[src/rtl/pkt_buffer_service.sv]
// Flit buffer responder: one write and one read per cycle, write-first collision
// bypass, fixed-latency read-return pipeline and 32-bit access statistics.

package pkt_buffer_pkg;
  localparam int PKTBUF_AWIDTH = 6;
  typedef logic [31:0] flit_t;
endpackage

module pkt_buffer_service
  import pkt_buffer_pkg::*;
#(
  parameter int AWIDTH       = PKTBUF_AWIDTH,
  parameter int READ_LATENCY = 2
) (
  input  logic              Clk,
  input  logic              Rst_n,
  input  logic [AWIDTH-1:0] pkt_buffer_writeaddress,
  input  logic              pkt_buffer_write,
  input  flit_t             pkt_buffer_writedata,
  input  logic [AWIDTH-1:0] pkt_buffer_readaddress,
  input  logic              pkt_buffer_read,
  output logic              pkt_buffer_readvalid,
  output flit_t             pkt_buffer_readdata,
  output logic [31:0]       stats_wr_flits,
  output logic [31:0]       stats_rd_flits,
  output logic [31:0]       stats_collisions
);

  localparam int DEPTH = 2 ** AWIDTH;

  if (READ_LATENCY < 1 || READ_LATENCY > 4) begin : g_bad_latency
    $fatal(1, "pkt_buffer_service: READ_LATENCY must be in 1..4");
  end

  // Flit storage is deliberately left out of reset so contents survive Rst_n.
  flit_t mem_q [DEPTH];

  always_ff @(posedge Clk) begin
    if (pkt_buffer_write) begin
      mem_q[pkt_buffer_writeaddress] <= pkt_buffer_writedata;
    end
  end

  logic  collision;
  flit_t rd_flit;

  assign collision = pkt_buffer_read && pkt_buffer_write &&
                     (pkt_buffer_readaddress == pkt_buffer_writeaddress);
  assign rd_flit   = collision ? pkt_buffer_writedata : mem_q[pkt_buffer_readaddress];

  logic [READ_LATENCY-1:0] vld_q, vld_d;
  flit_t                   dat_q [READ_LATENCY];
  flit_t                   dat_d [READ_LATENCY];
  logic [31:0]             stats_wr_q, stats_wr_d;
  logic [31:0]             stats_rd_q, stats_rd_d;
  logic [31:0]             stats_col_q, stats_col_d;

  // Data in each stage only moves when a valid arrives, so the last stage holds
  // the most recently returned flit while no read is completing.
  always_comb begin
    vld_d[0] = pkt_buffer_read;
    dat_d[0] = pkt_buffer_read ? rd_flit : dat_q[0];
    for (int i = 1; i < READ_LATENCY; i++) begin
      vld_d[i] = vld_q[i-1];
      dat_d[i] = vld_q[i-1] ? dat_q[i-1] : dat_q[i];
    end
    stats_wr_d  = stats_wr_q + 32'(pkt_buffer_write);
    stats_rd_d  = stats_rd_q + 32'(pkt_buffer_read);
    stats_col_d = stats_col_q + 32'(collision);
  end

  always_ff @(posedge Clk or negedge Rst_n) begin
    if (!Rst_n) begin
      vld_q       <= '0;
      for (int i = 0; i < READ_LATENCY; i++) begin
        dat_q[i] <= '0;
      end
      stats_wr_q  <= '0;
      stats_rd_q  <= '0;
      stats_col_q <= '0;
    end else begin
      vld_q       <= vld_d;
      for (int i = 0; i < READ_LATENCY; i++) begin
        dat_q[i] <= dat_d[i];
      end
      stats_wr_q  <= stats_wr_d;
      stats_rd_q  <= stats_rd_d;
      stats_col_q <= stats_col_d;
    end
  end

  assign pkt_buffer_readvalid = vld_q[READ_LATENCY-1];
  assign pkt_buffer_readdata  = dat_q[READ_LATENCY-1];
  assign stats_wr_flits       = stats_wr_q;
  assign stats_rd_flits       = stats_rd_q;
  assign stats_collisions     = stats_col_q;

endmodule

[config.mk]
export PLATFORM = sky130hd
export DESIGN_NAME = pkt_buffer_service
export DESIGN_NICKNAME = d
export VERILOG_FILES = /design/src/rtl/pkt_buffer_service.sv
export SDC_FILE = /design/constraint.sdc
export NUM_CORES = 2
export LEC_CHECK = 0
export BUFFER_PORTS_ARGS = -buffer_cell sky130_fd_sc_hd__buf_2
export CAP_MARGIN = 20
export CORE_UTILIZATION = 45
export DETAILED_ROUTE_END_ITERATION = 8
export RECOVER_POWER = 25
export REMOVE_ABC_BUFFERS = 1
export SETUP_SLACK_MARGIN = 0.4
export SLEW_MARGIN = 20
export SYNTH_ARGS = -nofsm -noshare
export SYNTH_HDL_FRONTEND = slang
export SYNTH_SLANG_ARGS = --single-unit
[constraint.sdc]
create_clock -name Clk -period 3.6 [get_ports Clk]
set_input_delay 0.72 -clock Clk [delete_from_list [all_inputs] [get_ports Clk]]
set_output_delay 0.72 -clock Clk [all_outputs]
set_load 0.01 [all_outputs]
==> impl_metrics.tcl <==
set metrics [dict create \
    finalMaxSlewViolations 1025 \
    cpMaxStageDelayCell "nor3_4" \
    numPortBuffers 176 \
    gr-total-overflow 0 \
    pwr-share-comb 0.053 \
    cts_buffer_depth 3 \
    coreArea_um2 188000 \
    grt_max_degree 97 \
    path_depth 15 \
    clk_latency_ps 860 \
    die-width_um 437 \
    placed_cells 6670 \
    p_leak_nw 32.4 \
    drv_cap 19 \
    avgSynthCellArea_um2 21.1 \
    instances_no_fill 7093 \
    drc_errors 78 \
    syn_to_final_growth_pct 15.5 \
    hp-class "in2reg" \
    outcome "complete, but fails checks" \
    cts_sinks 2210 \
    grt_pass1_vias 42100 \
    row_count 159 \
    drt_iter0_drc 4870 \
    arrival_ps 3850 \
    finClkSkew_ps 33.3 \
    path_class "in2reg" \
    finalHoldViolCount 0 \
    seq_area_frac_synth 0.771 \
    cp.required_ps 4370 \
    wl_per_cell_um 30.9 \
    gp_congestion 0.783 \
    cp_max_fo 5 \
    design.die.area_um2 191000 \
    start_util 0.453 \
    critical_path.endpoint_type "flop" \
    async_flop_share 0.0733 \
    path_buf_inv 6 \
    grt_usage 0.230 \
    critPathLaunchType "primary input" \
    fin_util 0.523 \
    power.total_mw 54.3 \
    p_sw_mw 11.7 \
    antenna_found_initial 11 \
    clk_pin_slew_ps 60 \
    slew_headroom -1.01 \
    cp_slowest_stage_delay_ps 480 \
    syn_area_um2 85000 \
    setup_viol 0 \
    cell_internal_pwr_mw 42.7 \
    swShare 0.215 \
    synthFlopType "edfxtp_1" \
    holdWs_ps 191 \
    io_pins 177 \
    dpl_worst_slack_ps -1060 \
    ant_nets 0 \
    pwr-share-seq 0.529 \
    dieHeight_um 437 \
    path_cells "buf_2, xnor2_4, buf_4, nand4_1, nor3_4, buf_4, ha_1, ha_1, inv_1, nor4_1, buf_4, nand4_1, buf_4, nor3_2, xnor2_1" \
    violations "design-rule violations, max-capacitance violations, max-slew violations" \
    synth_edf_count 2048 \
    worstMarginPinSlew_ps 3010 \
    cts_tree "done" \
    rsz0062_at_grt "no" \
    drive_gt1_frac 0.265 \
    fmax_ghz 0.324 \
    synth_warnings 0 \
    critPathMostFrequentCell "buf_4" \
    place_hpwl_um 118000 \
    period_minus_slack_ps 3090 \
    first_pass_iters 9 \
    postSynthCellCount 4029 \
    hold_depth 1 \
    final_nets 4452 \
    htree_levels 4 \
    crit_family "simple AND/OR/NAND/NOR gates" \
    rr_worst_depth 7 \
    synth_seq_cells 2210 \
    worst_slack_ps 512 \
    vias 42200 \
    wirelength_um 219000 \
    p_per_area_nw_per_um2 553 \
    viasPerCell 5.95 \
    fill_cells 14700 \
    yosysUniqueCellTypes 50 \
    ir_drop_mv 0.407 \
    clock_power_share 0.418 \
    cts_root_buf "clkbuf_16" \
    grt_first_pass_wirelength_um 313000 \
    cts_buffers 219 \
    layout_worst_path_cycle_share 0.858 \
]
cells by family (layout without fill, tap and decap cells):
family	count (synthesis)	in the layout	share of synthesized area
compound gates	299	299	0.0264
xor+xnor	96	96	0.00989
fa+ha+maj	6	6	0.000883
buf+inv	282	846	0.0162
flops	2210	2210	0.771
mux	731	731	0.153
other cells	0	5	0
simple gates	405	405	0.0227
sequential cells by signal (all words and copies together), names as in the netlist:
| register | count |
|---|---|
| dat_q | 32 |
| pkt_buffer_readdata | 32 |
| stats_rd_flits | 32 |
| vld_q | 2 |
| mem_q | 2048 |
| stats_collisions | 32 |
| stats_wr_flits | 32 |
power by group through the flow:
stage | Clock [mW] | Combinational [mW] | Sequential [mW]
final | 22.7 | 2.88 | 28.7
after global routing | 24.0 | 3.08 | 28.7
after CTS | 23.1 | 2.93 | 28.7
after detailed placement | 0 | 2.92 | 29.2
after global placement | 0 | 2.88 | 29.2
after floorplan | 0 | 1.18 | 29.2
Yosys cell counts (all sizes together) (30+ instances only):
library cell / n / area share
nand2: 104 / 0.0046
xnor2: 66 / 0.0068
dfrtp: 162 / 0.048
a21oi: 63 / 0.0037
edfxtp: 2048 / 0.72
o211ai: 31 / 0.0027
nor2: 96 / 0.0042
a22oi: 125 / 0.011
mux4: 445 / 0.12
mux2i: 250 / 0.029
buf: 143 / 0.010
inv: 40 / 0.0018
mux2: 36 / 0.0048
nand3: 98 / 0.0058
xor2: 30 / 0.0031
clkbuf: 99 / 0.0044
worst register-to-register path: cells and delay by family, from the launching register on:
kind | cells | cell delay, ps
xor+xnor | 1 | 180
fa+ha+maj | 2 | 530
flops | 1 | 360
simple gates | 4 | 1080
what timing repair did:
item / CTS / global route
gates resized for setup: 3 / 2
hold buffers: 1 / 0
endpoints found under the hold margin: 59 / 0
setup endpoints to repair: 19 / 4
setup buffers: 0 / 1
pin swaps: 0 / 1
cells in the final DEF (no fill, tap or decap), types with 6 or more instances in the layout:
master         n
buf_2        146
inv_6          6
clkinv_1      36
nand2_1      104
nor3_1        11
nor2_1        31
inv_1         40
clkbuf_1      92
dfrtp_1      161
mux2_2        36
buf_4        130
clkinvlp_4    12
ha_1           6
mux4_1        20
a21oi_1       63
and3_1        15
a41o_1        29
mux2i_1      250
and4_1         9
nand4_1       25
mux4_2       425
xor2_1        30
edfxtp_1    2048
nor2_4        65
clkbuf_8      10
clkbuf_16    223
o211ai_1      31
a222oi_1      29
nand2b_1       6
xnor2_1       65
buf_12        83
a22oi_1      125
nor2b_1       11
bufinv_16     20
clkinv_2      35
nand3_1       98
layout make-up:
type                            instances  area, µm²  share of cell area
Antenna cell                            5       12.5            0.000127
Clock buffer                          299       5970              0.0608
Clock inverter                        117       1200              0.0122
Inverter                               40        150             0.00153
Multi-Input combinational cell       1537      18700               0.190
Sequential cell                      2210      65600               0.668
Tap cell                             2495       3120              0.0318
Timing Repair Buffer                  390       3530              0.0360
path summary, 6_finish.rpt:
path / start / to / slack [ps]
worst max-delay path: pkt_buffer_writeaddress[2] / stats_collisions[30] / 510
worst min-delay path: pkt_buffer_read / vld_q[0] / 190
worst max register to register: stats_wr_flits[0] / stats_wr_flits[28] / 1350
worst min register to register: stats_rd_flits[31] / stats_rd_flits[31] / 470
max in group asynchronous: Rst_n / dat_q[36] / 2250
min in group asynchronous: Rst_n / stats_collisions[6] / 390
per-layer routing:
| metal | vias up | track usage | wire length, µm |
|---|---|---|---|
| li1 | 17500 | - | - |
| met1 | 22800 | 0.323 | 90300 |
| met2 | 1707 | 0.373 | 107000 |
| met3 | 302 | 0.0385 | 16300 |
| met4 | 2 | 0.0626 | 5580 |
| met5 | - | 0 | 13 |
through the flow:
stage	TNS, ps	area [µm²]
after floorplan	-26850	83800
after global placement	-24110	91000
after detailed placement	-22150	91000
after CTS	0	98200
after global routing	0	98200
final	0	98200
Power figures use the tool's default switching activity.
